File: src/rtl/reg8_readout_pkg.sv
// Shared types and default sizes for the register-file readout sequencer.
package reg8_readout_pkg;

  typedef enum logic [1:0] {
    IDLE = 2'd0,
    SCAN = 2'd1,
    HOLD = 2'd2
  } state_e;

  localparam int unsigned DEF_WIDTH = 8;
  localparam int unsigned DEF_SEL_W = 3;

endpackage

File: src/rtl/reg8_settle_cnt.sv
// Dwell down-counter: load reloads MAX-1, done flags a zero count.
module reg8_settle_cnt #(
  parameter int unsigned MAX = 1
) (
  input  logic clk,
  input  logic clr,
  input  logic load_i,
  input  logic en_i,
  output logic done_o
);

  localparam int unsigned CW = $clog2(MAX + 1);

  logic [CW-1:0] cnt_q;

  always_ff @(posedge clk) begin
    if (clr) begin
      cnt_q <= '0;
    end else if (load_i) begin
      cnt_q <= CW'(MAX - 1);
    end else if (en_i && cnt_q != '0) begin
      cnt_q <= cnt_q - CW'(1);
    end
  end

  assign done_o = (cnt_q == '0);

endmodule

File: src/rtl/reg8_readout.sv
// Walks rsel over the register file, packs the returned bits into one word
// and offers it on a valid/ready port.
module reg8_readout
  import reg8_readout_pkg::*;
#(
  parameter int unsigned WIDTH         = DEF_WIDTH,
  parameter int unsigned SEL_W         = $clog2(WIDTH),
  parameter int unsigned SETTLE_CYCLES = 1
) (
  input  logic             clk,
  input  logic             clr,
  input  logic             start,
  input  logic             q_in,
  output logic [SEL_W-1:0] rsel,
  output logic             busy,
  output logic [WIDTH-1:0] dout,
  output logic             dout_valid,
  input  logic             dout_ready
);

  state_e           state_q;
  logic [SEL_W-1:0] idx_q;
  logic [SEL_W-1:0] rsel_q;
  logic [WIDTH-1:0] shadow_q;
  logic [WIDTH-1:0] shadow_d;
  logic [WIDTH-1:0] dout_q;
  logic             busy_q;
  logic             valid_q;
  logic             cnt_done;
  logic             cnt_load;
  logic             last;

  assign last     = (idx_q == SEL_W'(WIDTH - 1));
  assign cnt_load = (state_q == IDLE && start) ||
                    (state_q == SCAN && cnt_done);

  reg8_settle_cnt #(
    .MAX(SETTLE_CYCLES)
  ) u_settle (
    .clk   (clk),
    .clr   (clr),
    .load_i(cnt_load),
    .en_i  (state_q == SCAN),
    .done_o(cnt_done)
  );

  always_comb begin
    shadow_d        = shadow_q;
    shadow_d[idx_q] = q_in;
  end

  // dout only moves when the full word lands, so it never shows a partial scan
  always_ff @(posedge clk) begin
    if (clr) begin
      state_q  <= IDLE;
      idx_q    <= '0;
      rsel_q   <= '0;
      shadow_q <= '0;
      dout_q   <= '0;
      busy_q   <= 1'b0;
      valid_q  <= 1'b0;
    end else begin
      case (state_q)
        SCAN: begin
          if (cnt_done) begin
            shadow_q <= shadow_d;
            if (last) begin
              state_q <= HOLD;
              dout_q  <= shadow_d;
              valid_q <= 1'b1;
              idx_q   <= '0;
              rsel_q  <= '0;
            end else begin
              idx_q  <= idx_q + SEL_W'(1);
              rsel_q <= idx_q + SEL_W'(1);
            end
          end
        end
        HOLD: begin
          if (dout_ready) begin
            state_q <= IDLE;
            valid_q <= 1'b0;
            busy_q  <= 1'b0;
          end
        end
        default: begin
          state_q <= IDLE;
          rsel_q  <= '0;
          if (start) begin
            state_q <= SCAN;
            idx_q   <= '0;
            busy_q  <= 1'b1;
          end
        end
      endcase
    end
  end

  assign rsel       = rsel_q;
  assign busy       = busy_q;
  assign dout       = dout_q;
  assign dout_valid = valid_q;

endmodule

File: config.mk
export PLATFORM = sky130hd
export DESIGN_NAME = reg8_readout
export DESIGN_NICKNAME = d
export VERILOG_FILES = /design/src/rtl/reg8_readout_pkg.sv /design/src/rtl/reg8_settle_cnt.sv /design/src/rtl/reg8_readout.sv
export SDC_FILE = /design/constraint.sdc
export NUM_CORES = 1
export LEC_CHECK = 0
export BUFFER_PORTS_ARGS = -buffer_cell sky130_fd_sc_hd__buf_2
export CAP_MARGIN = 15
export CORE_AREA = 2 2 71 73
export CTS_BUF_LIST = sky130_fd_sc_hd__clkbuf_2
export CTS_CLUSTER_SIZE = 20
export DETAILED_ROUTE_END_ITERATION = 7
export DIE_AREA = 0 0 73 75
export PLACE_DENSITY = 0.46
export SLEW_MARGIN = 40
export SYNTH_ARGS = -nofsm -noshare
export SYNTH_HDL_FRONTEND = slang
export SYNTH_SLANG_ARGS = --single-unit
export TNS_END_PERCENT = 10
File: constraint.sdc
create_clock -name clk -period 1.9 [get_ports clk]
set_input_delay 0.285 -clock clk [delete_from_list [all_inputs] [get_ports clk]]
set_output_delay 0.285 -clock clk [all_outputs]
set_load 0.02 [all_outputs]
Word level (Yosys, flattened, before mapping)
Index checks and enable logic that the tools add are counted.
{"block": "totals", "regBits": 27, "word_cells": 57, "output_inout_bits": 13}
{"block": "classes", "muxes": 19, "eq_ne": 6, "bitwise_logic": 3, "n_reduce_logical": 17, "magnitude_cmp": 2, "n_addsub": 2}
{"operator": "$pmux 3 s2", "n": 2}
{"operator": "$reduce_and 3->1", "n": 4}
{"operator": "$mux 3", "n": 3}
{"operator": "$bwmux 8", "n": 1}
{"operator": "$mux 1", "n": 6}
{"operator": "$mux 2", "n": 3}
{"operator": "$ne 2x2->1 const B", "n": 3}
{"operator": "$reduce_bool 2->1", "n": 3}
{"operator": "$logic_and 1x1->1", "n": 4}
{"operator": "$lt 3x4->1 const B", "n": 1}
{"operator": "$pmux 1 s2", "n": 2}
{"operator": "$pmux 2 s2", "n": 1}
{"operator": "$reduce_and 2->1", "n": 2}
{"operator": "$reduce_and 4->1", "n": 1}
{"operator": "$add 3x1->3 const B", "n": 1}
{"operator": "$demux 1 s3", "n": 1}
{"operator": "$eq 3x3->1 const B", "n": 1}
{"operator": "$ge 3x1->1 const B", "n": 1}
{"operator": "$not 1->1", "n": 3}
{"operator": "$eq 2x1->1 const B", "n": 1}
{"operator": "$eq 2x2->1 const B", "n": 1}
{"operator": "$logic_not 2->1", "n": 1}
{"operator": "$reduce_or 2->1", "n": 1}
{"operator": "$logic_or 1x1->1", "n": 1}
{"operator": "$sub 1x1->1 const B", "n": 1}

Depth between registers and ports, before layout
Gate-level depths: netlist of the first run.
{"block": "depth", "word_depth": 5, "mapped_depth": 7, "depth_no_buf": 5}

Hierarchy
From an unflattened synthesis of the first run, not the netlist that was laid out.
{"block": "unflattened", "hier_cells": 154, "area_unflattened_um2": 1396.3}
{"mod": "reg8_readout", "area_each_um2": 1357.6, "n_inst": 1, "seq_area_each_um2": 520.5, "cells_each": 151}
{"mod": "reg8_settle_cnt", "area_each_um2": 38.8, "n_inst": 1, "seq_area_each_um2": 20.0, "cells_each": 3}

Least setup slack after synthesis of the first run
Ideal clock, no wire load.
{"block": "synth_timing", "path_kind": "reg-to-reg", "from": "reg idx_q[1]", "to": "reg dout_q[6] (netlist: dout[6])", "slack_ps": 465, "stages_incl_launch_ff": 8, "arrival_ps": 1347, "setup_time_ps": 88, "path_buffers": 2, "path_cell_list": "dfxtp_1 ha_1 ha_1 and3b_1 buf_6 buf_12 nor2_2 a311oi_2"}
{"block": "synth_via", "elab_chain_cells": 5, "word_cells_on_any_way": 8, "cone_classes": "order compare: 2; eq/ne: 1; mux: 3; reduce/logical: 2"}
{"element": "start: declaration", "line_no": "reg8_readout.sv:22", "rtl": "logic [SEL_W-1:0] idx_q;"}
{"element": "start signal: assignment", "line_no": "reg8_readout.sv:74", "rtl": "idx_q <= idx_q + SEL_W'(1);"}
{"element": "$lt 3x4->1 (not written as such) or $ge 3x1->1 (tied branches)", "line_no": "reg8_readout.sv:49", "rtl": "shadow_d[idx_q] = q_in;"}
{"element": "$logic_and 1x1->1 (not written as such)", "line_no": "reg8_readout.sv:49"}
{"element": "$mux 1 (not written as such)", "line_no": "reg8_readout.sv:49"}
{"element": "$demux 1 s3", "line_no": "reg8_readout.sv:49"}
{"element": "$bwmux 8", "line_no": "reg8_readout.sv:49"}
{"element": "end signal: assignment", "line_no": "reg8_readout.sv:69", "rtl": "dout_q <= shadow_d;"}
{"element": "end: declaration", "line_no": "reg8_readout.sv:26", "rtl": "logic [WIDTH-1:0] dout_q;"}
Several ways; a longest one is shown, not always the timed one.
A chain may end at the register's enable or synchronous reset.

Worst setup path after layout of the first run
{"block": "layout_timing", "from": "reg idx_q[0]", "to": "reg idx_q[0]"}
{"block": "layout_via", "elab_chain_cells": 4, "word_cells_on_any_way": 5, "cone_classes": "add/sub: 1; eq/ne: 1; mux: 3"}
{"element": "$add 3x1->3 or $eq 3x3->1 (tied branches)", "line_no": "reg8_readout.sv:74, reg8_readout.sv:33"}
{"element": "$mux 3 *", "line_no": "reg8_readout.sv:67", "rtl": "if (last) begin"}
{"element": "$mux 3 *", "line_no": "reg8_readout.sv:65", "rtl": "if (cnt_done) begin"}
{"element": "$pmux 3 s2 *", "line_no": "reg8_readout.sv:63", "rtl": "case (state_q)"}
Mark *: on every way between the ends. The rest lies on a longest branch, timed or not. The select of a mux whose other input is x is not followed.

==> impl_summary.log, run 1 <==
INFO  metric hold_path_depth = 2
INFO  metric post-layout-total-power = 966.0 uW
INFO  metric layout-drive-gt1-share = 0.1845
INFO  metric layout_min_cycle_time = ~1.6 ns
INFO  metric layout.filler_cells = 484
INFO  metric totalWireLength = around 2900 um
INFO  metric power.density = 643.9 nW/um2
INFO  metric finalCritPeriodShare = 0.8534
INFO  metric initial_antenna_violation_count = 0
INFO  metric drtAntennaViolNets = 0
INFO  metric cts.reportedPaths.clkPinSlew = 0.29 ns
INFO  metric start_kind = flop
INFO  metric worst_ep_arrival_time = 1.96 ns
INFO  metric crit_required = 2.24 ns
INFO  metric rsz_0062_raised_after_global_routing = false
INFO  metric worst_setup_path_startpoint = idx_q[0]
INFO  metric post-cts-setup-buffers = 0
INFO  metric design.core.area = 4661 um2
INFO  metric leading_cell_types_by_total_area_after_synthesis = dfxtp_1 39%, mux2i_1 6.6%, nand2b_1 5.9%
INFO  metric r2r-start = idx_q[0]
INFO  metric cts_resized = 0
INFO  metric synthesized_instance_count = 153
INFO  metric initial_core_util = 0.2940
INFO  metric grt_first_pass_wirelength = between 4000 and 5000 um
INFO  metric grt.total_usage = 0.1137
INFO  metric syn_to_final_growth = 9.498%
INFO  metric timing.max_slew.rel_slack = 0.6558
INFO  metric timing.fmax = 0.6167 GHz
INFO  metric length_of_the_first_detailed_routing_pass_in_iterations = 4
INFO  metric yosys.area.top_type_share = 0.3945
INFO  metric worstSkewPairLatency = ~0.37 ns
INFO  metric syn-cell-area = 1370 um2
INFO  metric horizontal_die_dimension = 73 um
INFO  metric drt_iter0_markers = 89
INFO  metric worstReg2RegEnd = idx_q[0]
INFO  metric timing.max_cap.violations = 0
INFO  metric grt_pass1_vias = 1,051
INFO  metric dp.final_hpwl = 2094 um
INFO  metric report.final.slew_viol_count = 0
INFO  metric cts_hold_buffers = 0
INFO  metric timing.hold.worst.start = start
INFO  metric clock_sink_count = 27
INFO  metric synth.net_count = 164
INFO  metric timing.critical_path.to_type = flop
INFO  metric hold_viol_final = 0
INFO  metric core.rowCount = 25
INFO  metric whs_endpoint = u_settle.cnt_q
INFO  metric setup.reg_to_reg.worst_slack = 0.28 ns
INFO  metric die_h = approximately 75 um
INFO  metric r2r_cells = 5
INFO  metric final-setup-viol-count = 0
INFO  metric cts_buffers = 3
INFO  metric synth_seq_cells = 27
INFO  metric mostFrequentLayoutCell = dfxtp_1
INFO  metric worst_clock_skew = between 0.02 and 0.025 ns
INFO  metric max_slew.worst_pin.slew = 0.5164 ns
INFO  metric layout.cells.most_common_list = 27 x dfxtp_1, 17 x buf_2, 14 x nand2_1
INFO  metric cts-root-buf = clkbuf_2
INFO  metric p_leak = between 0.6 and 0.7 nW
INFO  metric clockBufferDepth = 2
INFO  metric port_buffers = 17
INFO  metric routed_wire_length_per_instance = 12.95 um
INFO  metric tritoncts = yes
INFO  metric globalplace.congestion = 0.7269
INFO  metric maximum_number_of_pins_on_one_net_before_global_route_repair = 31
INFO  metric setup_total_negative_slack = 0 ns
INFO  metric grt.overflow.total = 0
INFO  metric ys_warn_count = 0
INFO  metric cts_max_level = 1
INFO  metric criticalPathCategory = reg2reg
INFO  metric synth_cell_types = 34
INFO  metric synth-seq-area-share = 0.3945
INFO  metric peakVddDrop = 291.1 uV
INFO  metric boundaryPins = 18
INFO  metric route.detailed.drc = 0
INFO  metric synth_area_leader_cell = dfxtp_1
INFO  metric num_antenna_cells = 0
INFO  metric num_vias = 1,090
INFO  metric final_core_utilization = 0.3219
INFO  metric worstHoldPathType = in2reg
INFO  metric die_area = 5475 um2
INFO  metric status = finished clean
INFO  metric vias_per_cell = 4.910
INFO  metric layout.nets = 180
INFO  metric synthesis.area_per_instance = between 8 and 9 um2
INFO  metric critical_path_peak_fanout = 5
==> state kept, by name, summed over array words and instances, names as in the netlist <==
register,flops
state_q,2
rsel,3
dout_valid,1
busy,1
u_settle.cnt_q,1
shadow_q,8
dout,8
idx_q,3
==> logic make-up after synthesis <==
family | after synthesis | synth area share
buffers and inverters | 17 | 0.07397
and+or+nand+nor | 57 | 0.2210
AOI/OAI and AO/OA | 37 | 0.1900
adders and majority gates | 6 | 0.05479
muxes | 9 | 0.06576
DFF | 27 | 0.3945
==> report_power, final <==
| group | switching [mW] | internal (mW) | leakage, nW |
|---|---|---|---|
| registers | 0.00988 | 0.584 | 0.218 |
| logic | 0.0914 | 0.0480 | 0.397 |
| clock network | 0.184 | 0.0487 | 0.0126 |
==> how the worst max path moves through the flow <==
stage / to / slack (ns) / cells after the start
2_1_floorplan: dout[6] / 0.46 / 7
3_3_place_gp: idx_q[0] / 0.34 / 5
3_5_place_dp: shadow_q[5] / 0.31 / 5
4_1_cts: idx_q[0] / 0.27 / 5
5_1_grt: shadow_q[4] / 0.08 / 5
6_report: idx_q[0] / 0.28 / 5
==> cell type report <==
class                           count  area, um2  share of cell area
Multi-Input combinational cell    109      728.2              0.4854
Sequential cell                    27      540.5              0.3603
Timing Repair Buffer               21      115.1             0.07673
Clock buffer                        3      15.01             0.01001
Clock inverter                      1      7.507            0.005004
Tap cell                           54      67.56             0.04504
Inverter                            7      26.28             0.01751
==> worst max-delay path, stage by stage, from the launching register on <==
cell	delay, ns
dfxtp_1	0.39
ha_1	0.20
ha_1	0.23
nand2b_1	0.23
or3_1	0.40
a21oi_1	0.13
==> layer usage <==
| metal | share of wire | GRT usage | vias to the layer above |
|---|---|---|---|
| li1 | - | - | 569 |
| met1 | 0.51 | 0.1521 | 498 |
| met2 | 0.44 | 0.1822 | 19 |
| met3 | 0.037 | 0.02410 | 4 |
| met4 | 0.010 | 0.03909 | 0 |
| met5 | 0 | 0 | - |
==> cell usage after synthesis (all sizes together) <==
library cell  number
dfxtp             27
nand2             14
nand2b            13
nor2              10
o21ai             10
a21oi              9
mux2i              9
nand3              9
a311oi             7
inv                7
buf                6
ha                 6
clkbuf             4
a21bo              3
nor2b              3
a311o              2
and2b              2
and3b              2
a2111oi            1
a211oi             1
a21o               1
nand3b             1
nand4b             1
nor3b              1
o211ai             1
o31ai              1
o41ai              1
or3                1
==> metrics by stage <==
step / area (um2) / cells / setup slack [ns] / hold WS (ns)
after floorplan: 1370 / 153 / 0.4646 / 0.3984
after global placement: 1478 / 218 / 0.3434 / 0.4423
after detailed placement: 1478 / 218 / 0.3108 / 0.4453
after CTS: 1500 / 222 / 0.2675 / 0.1203
after global routing: 1500 / 222 / 0.07731 / 0.1288
final: 1500 / 222 / 0.2786 / 0.1582
(Power assumes the default switching activity.)
==> inputs of run 2 (changes only) <==
--- a/config.mk
+++ b/config.mk
@@ -7,11 +7,11 @@
 export LEC_CHECK = 0
 export BUFFER_PORTS_ARGS = -buffer_cell sky130_fd_sc_hd__buf_2
 export CAP_MARGIN = 15
-export CORE_AREA = 2 2 71 73
+export CORE_AREA = 3 3 72 74
 export CTS_BUF_LIST = sky130_fd_sc_hd__clkbuf_2
 export CTS_CLUSTER_SIZE = 20
 export DETAILED_ROUTE_END_ITERATION = 7
-export DIE_AREA = 0 0 73 75
+export DIE_AREA = 0 0 75 77
 export PLACE_DENSITY = 0.46
 export SLEW_MARGIN = 40
 export SYNTH_ARGS = -nofsm -noshare
==> run 2 against run 1 <==
Against the previous run:
- clock power is 5% lower
- largest power group unchanged
- critical endpoint is now dout[2]
- via count grew 1.6%
- largest cell class unchanged
- critical path type unchanged
- final cell count up 0.45%
- highest routed layer unchanged
==> impl_summary.log, run 2 (synthesis results as in run 1) <==
INFO  metric tritoncts = yes
INFO  metric drt_iter0_markers = 57
INFO  metric highest_cell_delay_on_the_worst_timing_path = around 0.37 ns
INFO  metric core.rowCount = 25
INFO  metric cts_buffers = 3
INFO  metric finalCritPeriodShare = 0.8291
INFO  metric power.density = 637.9 nW/um2
INFO  metric criticalPathCategory = reg2reg
INFO  metric hold_viol_final = 0
INFO  metric initial_core_util = 0.2940
INFO  metric globalplace.congestion = 0.8091
INFO  metric setup_total_negative_slack = 0 ns
INFO  metric route.detailed.drc = 0
INFO  metric critical_path_peak_fanout = 16
INFO  metric report.final.slew_viol_count = 0
INFO  metric timing.fmax = 0.6348 GHz
INFO  metric worstHoldPathType = in2reg
INFO  metric rsz_0062_raised_after_global_routing = false
INFO  metric design.core.area = 4661 um2
INFO  metric crit_slowest_cell = dfxtp_1
INFO  metric final-setup-viol-count = 0
INFO  metric peakVddDrop = about 220 uV
INFO  metric finalNonFillerCells = roughly 220
INFO  metric timing.max_slew.rel_slack = 0.6522
INFO  metric routed_wire_length_per_instance = 13.22 um
INFO  metric dp.final_hpwl = 2158 um
INFO  metric max_slew.worst_pin.slew = 0.5217 ns
INFO  metric grt.overflow.total = 0
INFO  metric layout.cell_area.non_filler = between 1500 and 2000 um2
INFO  metric timing.critical_path.to_type = flop
INFO  metric dp_cells = 219
INFO  metric timing.max_cap.violations = 0
INFO  metric drtAntennaViolNets = 0
INFO  metric cts_max_level = 1
INFO  metric worst_ep_arrival_time = 1.86 ns
INFO  metric grt_pass1_vias = approximately 1.1k
INFO  metric layout_min_cycle_time = approximately 1.6 ns
INFO  metric start_kind = flop
INFO  metric horizontal_die_dimension = 75 um
INFO  metric boundaryPins = 18
INFO  metric cts_hold_buffers = 0
INFO  metric totalWireLength = 2949 um
INFO  metric worstSkewPairLatency = 0.36 ns
INFO  metric layout.cells.most_common_list = 27 x dfxtp_1, 17 x buf_2, 14 x nand2_1
INFO  metric post-cts-setup-buffers = 0
INFO  metric vias_per_cell = ~5.0
INFO  metric fin_worst_hold_slack = 0.1638 ns
INFO  metric cts_resized = 0
INFO  metric num_antenna_cells = 0
INFO  metric placed_cell_area = about 1500 um2
INFO  metric mostFrequentLayoutCell = dfxtp_1
INFO  metric clockBufferDepth = 2
INFO  metric grt.total_usage = 0.1084
INFO  metric die_h = 77 um
INFO  metric status = finished clean
INFO  metric p_leak = 0.6365 nW
INFO  metric initial_antenna_violation_count = 0
INFO  metric maximum_number_of_pins_on_one_net_before_global_route_repair = 31
INFO  metric die_area = 5775 um2
INFO  metric layout-drive-gt1-share = 0.1893
INFO  metric grt_first_pass_wirelength = 4968 um
INFO  metric cts.reportedPaths.clkPinSlew = 0.25 ns
INFO  metric cts-root-buf = clkbuf_2
INFO  metric num_vias = 1,107
INFO  metric syn_to_final_growth = 9.863%
INFO  metric worst_clock_skew = 0.01521 ns
INFO  metric crit_required = 2.18 ns
INFO  metric length_of_the_first_detailed_routing_pass_in_iterations = 4
INFO  metric layout.nets = around 180
INFO  metric clock_sink_count = 27
INFO  metric port_buffers = 17
INFO  metric crit_chain = inv_1 > ha_1 > and3b_1 > buf_4 > nor2_1 > a311oi_1
## run 2: cell types whose count changed in the layout (fill, tap and decap cells not counted), sizes merged
cell,before,now
buf,21,22
clkinv,0,1
clkinvlp,1,0
## run 2: critical path, delay by kind of cell, from the launching register on
family	cells	cell delay, ns
buffers and inverters	2	0.34
adder cells (fa/ha/maj)	1	0.30
AND/OR/NAND/NOR	2	0.27
flip-flops	1	0.37
AO/OA/AOI/OAI	1	0.23
## run 2: area by class of cell
class,instances,area [um2]
Multi-Input combinational cell,109,728.2
Tap cell,54,67.56
Clock inverter,1,5.005
Timing Repair Buffer,22,122.6
Clock buffer,3,15.01
Fill cell,502,3156
Inverter,7,26.28
Sequential cell,27,540.5
## run 2: where the power goes
| part | switching (mW) | leakage (nW) | total, mW | internal [mW] |
|---|---|---|---|---|
| sequential | 0.0100 | 0.218 | 0.594 | 0.584 |
| clock | 0.175 | 0.0164 | 0.222 | 0.0477 |
| combinational | 0.0925 | 0.402 | 0.144 | 0.0513 |
| total | 0.277 | 0.637 | 0.960 | 0.683 |
## run 2: path summary, 6_finish.rpt
path              slack (ns)       start  cells after the start              to
setup / recovery        0.32  state_q[1]                      6         dout[2]
hold / removal          0.16       start                      2  u_settle.cnt_q
setup reg to reg        0.32  state_q[1]                      6         dout[2]
hold reg to reg         0.47     rsel[2]                      2         rsel[2]
## run 2: per-stage QoR
stage / power [mW] / setup WS, ns / util
2_1_floorplan: 0.7027 / 0.4646 / -
3_3_place_gp: 0.7437 / 0.3930 / 0.3187
3_5_place_dp: 0.7479 / 0.3678 / 0.3187
4_1_cts: 0.9762 / 0.3253 / 0.3230
5_1_grt: 1.016 / 0.1089 / 0.3230
6_report: 0.9601 / 0.3246 / 0.3230
## run 2: per-layer routing
metal	track usage	wire, um	up-vias
li1	-	-	569
met1	0.1498	1489	509
met2	0.1672	1287	25
met3	0.01704	124	4
met4	0.03915	48	0
met5	0	0	-
==> inputs of run 3 (changes only) <==
==> constraint.sdc (replaced) <==
create_clock -name clk -period 1.6 [get_ports clk]
set_input_delay 0.24 -clock clk [delete_from_list [all_inputs] [get_ports clk]]
set_output_delay 0.24 -clock clk [all_outputs]
set_load 0.02 [all_outputs]
==> run 3 against run 2 <==
Against the previous run:
- routed wire length decreased by 0.68%
- die area unchanged
- via count about the same
- setup slack got worse by 0.25 ns
- critical path depth decreased by 1
- sequential cell count unchanged
- clock skew decreased by 0.013 ns
- worst hold slack got worse by 0.058 ns
- utilization increased by 1.5 points
- combinational power increased by 27%
- largest cell class unchanged
- maximum frequency increased by 3.1%
- critical path type unchanged
- cell area increased by 4.7%
==> impl_summary.log, run 3 (synthesis results as in run 1) <==
INFO  metric dp.final_hpwl = between 2000 and 2500 um
INFO  metric timing.max_slew.rel_slack = 0.7709
INFO  metric port_buffers = 17
INFO  metric timing.critical_path.to_type = flop
INFO  metric boundaryPins = 18
INFO  metric multi_input_comb_area = ~740 um2
INFO  metric dp_cells = approximately 220
INFO  metric layout.filler_cells = 500
INFO  metric sequential_cell_area = 545.5 um2
INFO  metric syn_to_final_growth = 14.98%
INFO  metric tritoncts = yes
INFO  metric setup.reg_to_reg.worst_slack = 0.07 ns
INFO  metric maximum_number_of_pins_on_one_net_before_global_route_repair = 18
INFO  metric r2r-start = idx_q[0]
INFO  metric route.detailed.drc = 0
INFO  metric cts_hold_buffers = 0
INFO  metric core.rowCount = 25
INFO  metric timing.max_cap.violations = 0
INFO  metric critical_path_peak_fanout = 4
INFO  metric timing.fmax = between 0.6 and 0.7 GHz
INFO  metric globalplace.congestion = 0.7621
INFO  metric worstSkewPairLatency = about 0.35 ns
INFO  metric die_area = a little under 6000 um2
INFO  metric die_h = between 70 and 80 um
INFO  metric layout_min_cycle_time = 1.527 ns
INFO  metric layout.nets = 186
INFO  metric top_layer_reached_by_signal_wires = met4
INFO  metric cts-root-buf = clkbuf_2
INFO  metric grt_pass1_vias = 1,038
INFO  metric horizontal_die_dimension = 75 um
INFO  metric post-cts-setup-buffers = 0
INFO  metric clock_sink_count = 27
INFO  metric post-layout-total-power = about 1.2 mW
INFO  metric finalNonFillerCells = 228
INFO  metric worst_ep_arrival_time = 1.84 ns
INFO  metric criticalPathCategory = reg2reg
INFO  metric whs_endpoint = u_settle.cnt_q
INFO  metric routed_wire_length_per_instance = 12.85 um
INFO  metric r2r_cells = 5
INFO  metric cts_max_level = 1
INFO  metric peakVddDrop = around 310 uV
INFO  metric status = finished clean
INFO  metric start_kind = flop
INFO  metric cts_buffers = 3
INFO  metric grt.total_usage = 0.1047
INFO  metric layout-drive-gt1-share = 0.2356
INFO  metric design.core.area = 4661 um2
INFO  metric grt_first_pass_wirelength = 4857 um
INFO  metric grt.overflow.total = 0
INFO  metric wl_met3 = 123 um
INFO  metric dr_wl_met2 = 1343 um
INFO  metric rsz_0062_raised_after_global_routing = true
INFO  metric timing.hold.worst.start = start
INFO  metric report.final.slew_viol_count = 0
INFO  metric length_of_the_first_detailed_routing_pass_in_iterations = 3
INFO  metric cts.reportedPaths.clkPinSlew = 0.26 ns
INFO  metric routedLengthMet1 = roughly 1400 um
INFO  metric hold_path_depth = 2
INFO  metric totalWireLength = just under 3000 um
INFO  metric drt_iter0_markers = 24
INFO  metric initial_antenna_violation_count = 0
INFO  metric final-setup-viol-count = 0
INFO  metric worstReg2RegEnd = rsel[0]
INFO  metric vias_per_cell = 4.851
INFO  metric drtAntennaViolNets = 0
INFO  metric p_leak = between 0.6 and 0.7 nW
INFO  metric clockBufferDepth = 2
INFO  metric num_vias = 1,106
INFO  metric crit_required = ~1.9 ns
INFO  metric layout.cells.most_common_list = 25 x dfxtp_1, 17 x buf_2, 14 x nand2_1
INFO  metric setup_total_negative_slack = 0 ns
INFO  metric worst_clock_skew = 0.002392 ns
INFO  metric hold_viol_final = 0
INFO  metric worstHoldPathType = in2reg
INFO  metric finalCritPeriodShare = 0.9546
INFO  metric fin_worst_hold_slack = 0.1059 ns
INFO  metric power.density = around 730 nW/um2
INFO  metric mostFrequentLayoutCell = dfxtp_1
INFO  metric max_slew.worst_pin.slew = 0.3424 ns
INFO  metric initial_core_util = 0.2940
INFO  metric num_antenna_cells = 0
-- run 3: through the flow --
step	cell area, um2	util	setup WS, ns
2_1_floorplan	1370	-	0.1646
3_3_place_gp	1535	0.3294	0.09794
3_5_place_dp	1535	0.3294	0.1014
4_1_cts	1555	0.3337	0.04599
5_1_grt	1575	0.3380	-0.009363
6_report	1575	0.3380	0.07268
-- run 3: timing repair --
action / 4_1_cts / 5_1_grt
setup endpoints to repair: 0 / 10
hold endpoints to repair: 0 / 0
gates resized for setup: 0 / 6
-- run 3: layer usage --
layer / vias to the layer above / GRT usage
met4: 0 / 0.02669
met1: 513 / 0.1392
met2: 15 / 0.1699
met3: 2 / 0.02097
met5: - / 0
li1: 576 / -
-- run 3: area by class of cell --
cell class,instances,share of cell area
clock buffers,3,0.009531
repair buffers,27,0.1096
flip-flops and latches,27,0.3463
multi-input cells,109,0.4718
well taps,54,0.04289
inverters,7,0.01668
clock inverters,1,0.003177
-- run 3: worst max-delay path, stage by stage, from the launching register on --
cell and delay (ns):
dfxtp_1 0.38, ha_1 0.20, ha_1 0.19, nand2b_2 0.22, or3_1 0.37, a21oi_1 0.13
-- run 3: power by group --
part / leakage, nW / switching [mW] / internal [mW] / total (mW)
Sequential: 0.219 / 0.0136 / 0.695 / 0.708
Clock: 0.0164 / 0.208 / 0.0568 / 0.265
Combinational: 0.432 / 0.112 / 0.0712 / 0.183
-- run 3: worst max path at each step --
| stage | from | end | slack, ns | cells past startpoint |
|---|---|---|---|---|
| 6_report | idx_q[0] | rsel[0] | 0.07 | 5 |
| 5_1_grt | idx_q[0] | rsel[0] | -0.009 | 5 |
| 4_1_cts | idx_q[0] | rsel[0] | 0.05 | 5 |
| 3_5_place_dp | state_q[1] | dout[3] | 0.10 | 6 |
| 3_3_place_gp | idx_q[0] | idx_q[0] | 0.1 | 5 |
| 2_1_floorplan | idx_q[1] | dout[6] | 0.16 | 7 |
